`config.mk`:
```
export PLATFORM = sky130hd
export DESIGN_NAME = inst_fetch_unit_flat
export DESIGN_NICKNAME = d
export VERILOG_FILES = /design/src/rtl/inst_fetch_unit_if.sv /design/src/rtl/inst_fetch_unit.sv /design/src/flat_wrapper.sv
export SDC_FILE = /design/constraint.sdc
export NUM_CORES = 1
export LEC_CHECK = 0
export BUFFER_PORTS_ARGS = -buffer_cell sky130_fd_sc_hd__buf_2
export CAP_MARGIN = 20
export CORE_MARGIN = 2
export CORE_UTILIZATION = 24
export CTS_BUF_LIST = sky130_fd_sc_hd__clkbuf_2 sky130_fd_sc_hd__clkbuf_4 sky130_fd_sc_hd__clkbuf_8
export CTS_CLUSTER_DIAMETER = 200
export DETAILED_ROUTE_END_ITERATION = 7
export GPL_TIMING_DRIVEN = 1
export PLACE_DENSITY_LB_ADDON = 0.25
export SYNTH_ARGS = -nofsm -noshare
export SYNTH_HDL_FRONTEND = slang
export SYNTH_SLANG_ARGS = --single-unit
```
`constraint.sdc`:
```
create_clock -name clk -period 1.9 [get_ports clk]
set_input_delay 0.285 -clock clk [delete_from_list [all_inputs] [get_ports clk]]
set_output_delay 0.285 -clock clk [all_outputs]
set_load 0.05 [all_outputs]
```
`src/rtl/inst_fetch_unit_if.sv`:
```
// Fetch-stage bus: hazard/redirect controls in, ROM address/data, IF/ID register out.
interface inst_fetch_unit_if;
  logic        stall;
  logic        redirect;
  logic [31:0] redirect_pc;
  logic [11:0] rom_addr;
  logic [31:0] rom_data;
  logic [31:0] if_instr;
  logic [31:0] if_pc;
  logic [31:0] if_pc4;
  logic        if_valid;
  logic        misalign_err;

  // Fetch unit side
  modport master (
    input  stall, redirect, redirect_pc, rom_data,
    output rom_addr, if_instr, if_pc, if_pc4, if_valid, misalign_err
  );

  // Pipeline / ROM side
  modport slave (
    output stall, redirect, redirect_pc, rom_data,
    input  rom_addr, if_instr, if_pc, if_pc4, if_valid, misalign_err
  );
endinterface

```
`src/rtl/inst_fetch_unit.sv`:
```
// Instruction fetch stage: PC register, ROM addressing and the IF/ID pipeline
// register, with stall hold, redirect flush and a sticky misaligned-target trap.
module inst_fetch_unit #(
  parameter logic [31:0] RESET_PC = 32'h0040_0000
) (
  input  logic                  clk,
  input  logic                  rst,
  inst_fetch_unit_if.master     bus
);

  typedef enum logic [1:0] {
    BOOT = 2'd0,
    RUN  = 2'd1,
    ERR  = 2'd2
  } state_t;

  state_t      state_reg, state_next;
  logic [31:0] pc_reg, pc_next;
  logic [31:0] instr_reg, instr_next;
  logic [31:0] ifpc_reg, ifpc_next;
  logic [31:0] ifpc4_reg, ifpc4_next;
  logic        valid_reg, valid_next;
  logic        err_reg, err_next;
  logic [31:0] pc_plus4;

  // Modulo-2^32 increment; the ROM address wraps every 4 KiB as a by-product.
  assign pc_plus4 = pc_reg + 32'd4;

  assign bus.rom_addr     = pc_reg[11:0];
  assign bus.if_instr     = instr_reg;
  assign bus.if_pc        = ifpc_reg;
  assign bus.if_pc4       = ifpc4_reg;
  assign bus.if_valid     = valid_reg;
  assign bus.misalign_err = err_reg;

  // State and pipeline registers, synchronous reset to the boot image base.
  always_ff @(posedge clk) begin
    if (rst) begin
      state_reg <= BOOT;
      pc_reg    <= RESET_PC;
      instr_reg <= 32'h0;
      ifpc_reg  <= 32'h0;
      ifpc4_reg <= 32'h0;
      valid_reg <= 1'b0;
      err_reg   <= 1'b0;
    end else begin
      state_reg <= state_next;
      pc_reg    <= pc_next;
      instr_reg <= instr_next;
      ifpc_reg  <= ifpc_next;
      ifpc4_reg <= ifpc4_next;
      valid_reg <= valid_next;
      err_reg   <= err_next;
    end
  end

  // Next-state logic: redirect beats stall, a misaligned target traps for good.
  always_comb begin
    state_next = state_reg;
    pc_next    = pc_reg;
    instr_next = instr_reg;
    ifpc_next  = ifpc_reg;
    ifpc4_next = ifpc4_reg;
    valid_next = valid_reg;
    err_next   = err_reg;

    unique case (state_reg)
      BOOT: begin
        // One bubble cycle after reset so the ROM sees a settled address.
        instr_next = 32'h0;
        valid_next = 1'b0;
        state_next = RUN;
      end

      RUN: begin
        if (bus.redirect && (bus.redirect_pc[1:0] != 2'b00)) begin
          instr_next = 32'h0;
          valid_next = 1'b0;
          err_next   = 1'b1;
          state_next = ERR;
        end else if (bus.redirect) begin
          // Flush the wrong-path word currently being fetched.
          pc_next    = bus.redirect_pc;
          instr_next = 32'h0;
          valid_next = 1'b0;
        end else if (!bus.stall) begin
          instr_next = bus.rom_data;
          ifpc_next  = pc_reg;
          ifpc4_next = pc_plus4;
          valid_next = 1'b1;
          pc_next    = pc_plus4;
        end
      end

      ERR: begin
        // Frozen until reset; keep emitting NOP bubbles.
        instr_next = 32'h0;
        valid_next = 1'b0;
      end

      default: begin
        state_next = BOOT;
      end
    endcase
  end

endmodule

```
`src/flat_wrapper.sv`:
```
// flat-port wrapper written by rule: the top's interface ports become plain ports
module inst_fetch_unit_flat 
#(
  parameter logic [31:0] RESET_PC = 32'h0040_0000
)
  (clk, rst, bus_stall, bus_redirect, bus_redirect_pc, bus_rom_data, bus_rom_addr, bus_if_instr, bus_if_pc, bus_if_pc4, bus_if_valid, bus_misalign_err);
  inst_fetch_unit_if bus_i ();
  input  logic clk;
  input  logic rst;
  input wire logic [$bits(bus_i.stall)-1:0] bus_stall;
  input wire logic [$bits(bus_i.redirect)-1:0] bus_redirect;
  input wire logic [$bits(bus_i.redirect_pc)-1:0] bus_redirect_pc;
  input wire logic [$bits(bus_i.rom_data)-1:0] bus_rom_data;
  output wire logic [$bits(bus_i.rom_addr)-1:0] bus_rom_addr;
  output wire logic [$bits(bus_i.if_instr)-1:0] bus_if_instr;
  output wire logic [$bits(bus_i.if_pc)-1:0] bus_if_pc;
  output wire logic [$bits(bus_i.if_pc4)-1:0] bus_if_pc4;
  output wire logic [$bits(bus_i.if_valid)-1:0] bus_if_valid;
  output wire logic [$bits(bus_i.misalign_err)-1:0] bus_misalign_err;
  assign bus_i.stall = bus_stall;
  assign bus_i.redirect = bus_redirect;
  assign bus_i.redirect_pc = bus_redirect_pc;
  assign bus_i.rom_data = bus_rom_data;
  assign bus_rom_addr = bus_i.rom_addr;
  assign bus_if_instr = bus_i.if_instr;
  assign bus_if_pc = bus_i.if_pc;
  assign bus_if_pc4 = bus_i.if_pc4;
  assign bus_if_valid = bus_i.if_valid;
  assign bus_misalign_err = bus_i.misalign_err;
  inst_fetch_unit #(.RESET_PC(RESET_PC)) u_core (.clk(clk), .rst(rst), .bus(bus_i));
endmodule
```
### Word-level counts from Yosys, hierarchy flattened

Index checks and enable logic that the tools add are counted.
Widths: inputs -> output; s select.

* memory bits (read-only): 0
* register bits: 132
* memory bits (writable): 0
* memories: 0
* output and inout port bits: 110
* word-level logic and storage cells: 39
* input port bits: 68
* latch bits: 0

* muxes and demuxes: 12
* div/mod/pow operators: 0
* shift-type cells: 0
* reductions and logical operators: 10
* $mul: 0
* bitwise operators: 4
* equal/unequal tests: 5
* $lt $le $gt $ge: 0
* $add $sub $neg: 1

Operators by type and width (number)
* $mux 32: 5
* $pmux 32 s2: 1
* $add 32x3->32 const B: 1
* $pmux 2 s3: 1
* $reduce_and 2->1: 3
* $ne 2x1->1 const B: 2
* $ne 4x3->1 const B: 1
* $not 1->1: 4
* $reduce_and 4->1: 1
* $reduce_bool 2->1: 2
* $mux 1: 3
* $reduce_and 3->1: 1
* $eq 2x1->1 const B: 1
* $eq 2x2->1 const B: 1
* $logic_not 2->1: 1
* $mux 2: 1
* $pmux 1 s2: 1
* $reduce_or 2->1: 1
* $logic_and 1x1->1: 1

### Longest topological paths before layout

* depth after elaboration: 4
* mapped depth: 8
* depth with buffers taken out: 6

### Worst setup path after synthesis

Ideal clock, no wire load.

* path kind: register to register
* start: register u_core.pc_reg[2]
* end: register u_core.pc_reg[22]
* setup time: 116 ps
* clock period less this slack: 1868 ps
* cell stages (with the launch flop): 8
* arrival time: 1752 ps
* buffers on the path: 1
* path slack: 32 ps
* required time: 1784 ps
* cells stage by stage: dfxtp_1 -> ha_1 -> clkbuf_1 -> and4_2 -> nand2_1 -> nor2_1 -> or3_1 -> a31o_2

* cells in the longest elaborated chain, start to end: 3

RTL lines
* from (decl): line inst_fetch_unit.sv:18 `logic [31:0] pc_reg, pc_next;`
* from (signal assigned): line inst_fetch_unit.sv:48 `pc_reg <= pc_next;`
* $add 32x3->32: line inst_fetch_unit.sv:27 `assign pc_plus4 = pc_reg + 32'd4;`
* $mux 32: line inst_fetch_unit.sv:86 `end else if (!bus.stall) begin`
* $mux 32: line inst_fetch_unit.sv:81 `end else if (bus.redirect) begin`

No other way between the ends. The select of a mux whose other input is x is not followed.
A chain may end at the register's enable or synchronous reset.

### Worst setup path in the final report

* start: register u_core.pc_reg[13]
* end: register u_core.pc_reg[24]

The elaborated chain is that of the path after synthesis.

==> results.md <==
- Io pins: 178
- Arrival @ worst endpoint: 2.21 ns
- Slowest Stage Delay on Critical Path: 0.34 ns
- Met2 wire len: 10000 um
- Total grt overflow: 0
- Met1 wire length: 9360 um
- DRT Wirelength: 21000 um
- Hold Path End: u_core.bus.if_instr[2]
- Worst vdd ir: 0.311 mV
- Ys Warns: 0
- Yosys top cell area share: 44.2%
- Die height: 161 um
- Achievable frequency: 544 MHz
- CTS buffer count: 17
- Row cnt: 57
- Setup Skew: 0.0138 ns
- RR Startpoint: u_core.pc_reg[13]
- DRC Markers: 0
- Core Util, Final: 32.6%
- Initial core utilization: 24.3%
- Die X: 161 um
- Most common cell in the synthesized netlist: dfxtp_1
- Final antenna-violating net count: 0
- Critical path required time: 2.28 ns
- CTS sink cnt: 130
- Post-synth EDFFs: 0
- Post-synthesis sequential area ratio: 44.2%
- Top Layer Used: met4
- CP Max Fanout: 6
- WS Path Type: reg -> reg
- Vias: 5875
- Area growth syn-to-layout: 33.9%
- Crit end category: register
- Post-synthesis cell area: 5880 um2
- Synth Area in Compound Gates: 21.5%
- Port Buffers: 177
- Distinct cell type count after synthesis: 58
- Static Leak: 3.31 nW
- Slew @ Worst Pin: 0.563 ns
- Pre-antenna DRT Iters: 5
- Area of the core: 24200 um2
- Final setup viols: 0
- Dpl cell area: 7370 um2
- TNS Setup: 0 ns
- GRT Overall Usage: 16.0%
- Drt first-iter violations: 465
- Final min period: 1.84 ns
- Share of layout cells above drive strength 1: 35.2%
- Placement Setup Slack: 0.0892 ns
- Reg clk slew, reported paths: 0.09 ns
- Gpl congestion: 0.838
- Post-Layout Inst Area: 7880 um2
- Fin. max-slew vios: 0
- Setup WS post-layout: 0.0626 ns
- # hold bufs at CTS: 0
- Mapped Nets: 779
- Critical-path cell list: nand4_2 > buf_4 > nor4_4 > buf_4 > nand4_1 > or3_1 > a31oi_1
- Routed wire per std cell: 16.9 um
- Max Cap Viol: 0
- CTS root buffer: clkbuf_8
- Wire length on met3: 1310 um
- H-Tree Depth: 4
- Vias in the first global route: 5477
- Average size of a mapped cell: 8.29 um2
- Worst setup SP type: register
- Largest net degree at the start of global routing: 52
- Non-Filler Instances: 1240
- Largest family of logic cells by synthesized area: compound AO/OA/AOI/OAI gates
- First-pass GRT wire length: 32000 um
- PnR Total Power: 6.31 mW
- Area contributors post-synth: dfxtp_1 44%, a21oi_1 6.5%, nand2_1 6.3%, a22oi_1 5.1%, nor2_1 4.3%
- Async SR Flop Fraction: 0%
- Register-to-Register Setup Slack: 0.06 ns
- Synth Area in Simple Gates: 21.3%
- Top post-synthesis cells by count: 130 x dfxtp_1, 99 x nand2_1, 76 x a21oi_1
- Yosys reg bits: 130
- Worst hold-check path type: in -> reg
- Crit path top cell by count: buf_4
- Post-synthesis mux area share: 0.851%
- Via density: 4.74
- PwrDens: 801 nW/um2
- Worst R2R Path Depth: 7
- Reg2reg end: u_core.pc_reg[24]
- Cells after synthesis: 710
- Fin crit share: 96.7%
- Dpl cells: 1202
- Initial antenna violation count: 0
- Max Buffers Root-to-Sink: 2
- Outcome: finished clean
- Largest area contributor in the netlist: dfxtp_1
- Worst skew pair latency: 0.45 ns
- Die area: 25800 um2
- Worst path slowest cell: dfxtp_2
- Post-synthesis xor/xnor area fraction: 3.87%
- Most common flop cell mapped by yosys: dfxtp_1
- Final hold viol count: 0
- Hold path startpoint: bus_rom_data[2]
- Detailed placement HPWL: 15200 um
- TritonCTS clock tree: done
- Hold Path Stages: 3
- Synth Area in Adders: 0.213%
- Hold_ws: 0.0791 ns
- Nets: 971
- Worst rel slew slack: 62.4%
worst max path at each step:
stage	startpoint	end	slack, ns	depth (start not counted)
global placement	u_core.pc_reg[8]	u_core.pc_reg[11]	0.09	6
finish	u_core.pc_reg[13]	u_core.pc_reg[24]	0.06	7
global route	u_core.pc_reg[4]	u_core.pc_reg[7]	-0.03	7
floorplan	u_core.pc_reg[2]	u_core.pc_reg[22]	0.03	7
detailed placement	u_core.pc_reg[8]	u_core.pc_reg[11]	0.09	6
CTS	u_core.pc_reg[8]	u_core.pc_reg[11]	0.07	6
metal layers:
layer,global-route usage (%),vias up
met4,4.30,0
li1,-,2887
met2,26.6,202
met3,4.03,23
met5,0,-
met1,20.7,2763
kinds of logic (layout without fill, tap and decap cells):
family          Yosys count  in the layout
simple gates            257            257
mux                       5              5
xor+xnor                 26             26
flops                   130            130
buf+inv                  89            294
fa+ha+maj                 1              1
compound gates          202            202
other cells               0              1
layout by cell type (no fill, tap or decap), types with 9 or more instances in the layout:
master and n:
buf_4 72, and3_1 10, a22oi_1 40, o21ai_0 33, a31oi_1 11, nand3_1 20
a21oi_1 76, nand2_1 98, dfxtp_1 123, nand4_1 13, xor2_1 17, buf_2 176
xnor2_1 9, nor2_1 64, clkbuf_8 17
worst max-delay path: cells and delay by family (launching register included):
kind / cells / cell delay [ns]
compound gates: 1 / 0.19
buf+inv: 2 / 0.38
flops: 1 / 0.34
simple gates: 4 / 0.87
layout make-up:
cell class | count | area [um2]
Fill cell | 2563 | 16300
Multi-Input combinational cell | 491 | 2860
Sequential cell | 130 | 2610
Timing Repair Buffer | 255 | 1550
Tap cell | 324 | 405
Clock buffer | 17 | 234
Clock inverter | 15 | 184
Inverter | 7 | 26.3
Antenna cell | 1 | 2.50
timing repair:
action	in CTS	in global routing
setup buffers	0	4
setup endpoints to repair	0	5
gates resized for setup	0	15
power by group:
part           total, mW  internal, mW  switching, mW
registers           2.88          2.81         0.0664
clock network       2.54          1.31           1.23
logic              0.890         0.291          0.599
Note: power is estimated with default switching activity, not from simulation.
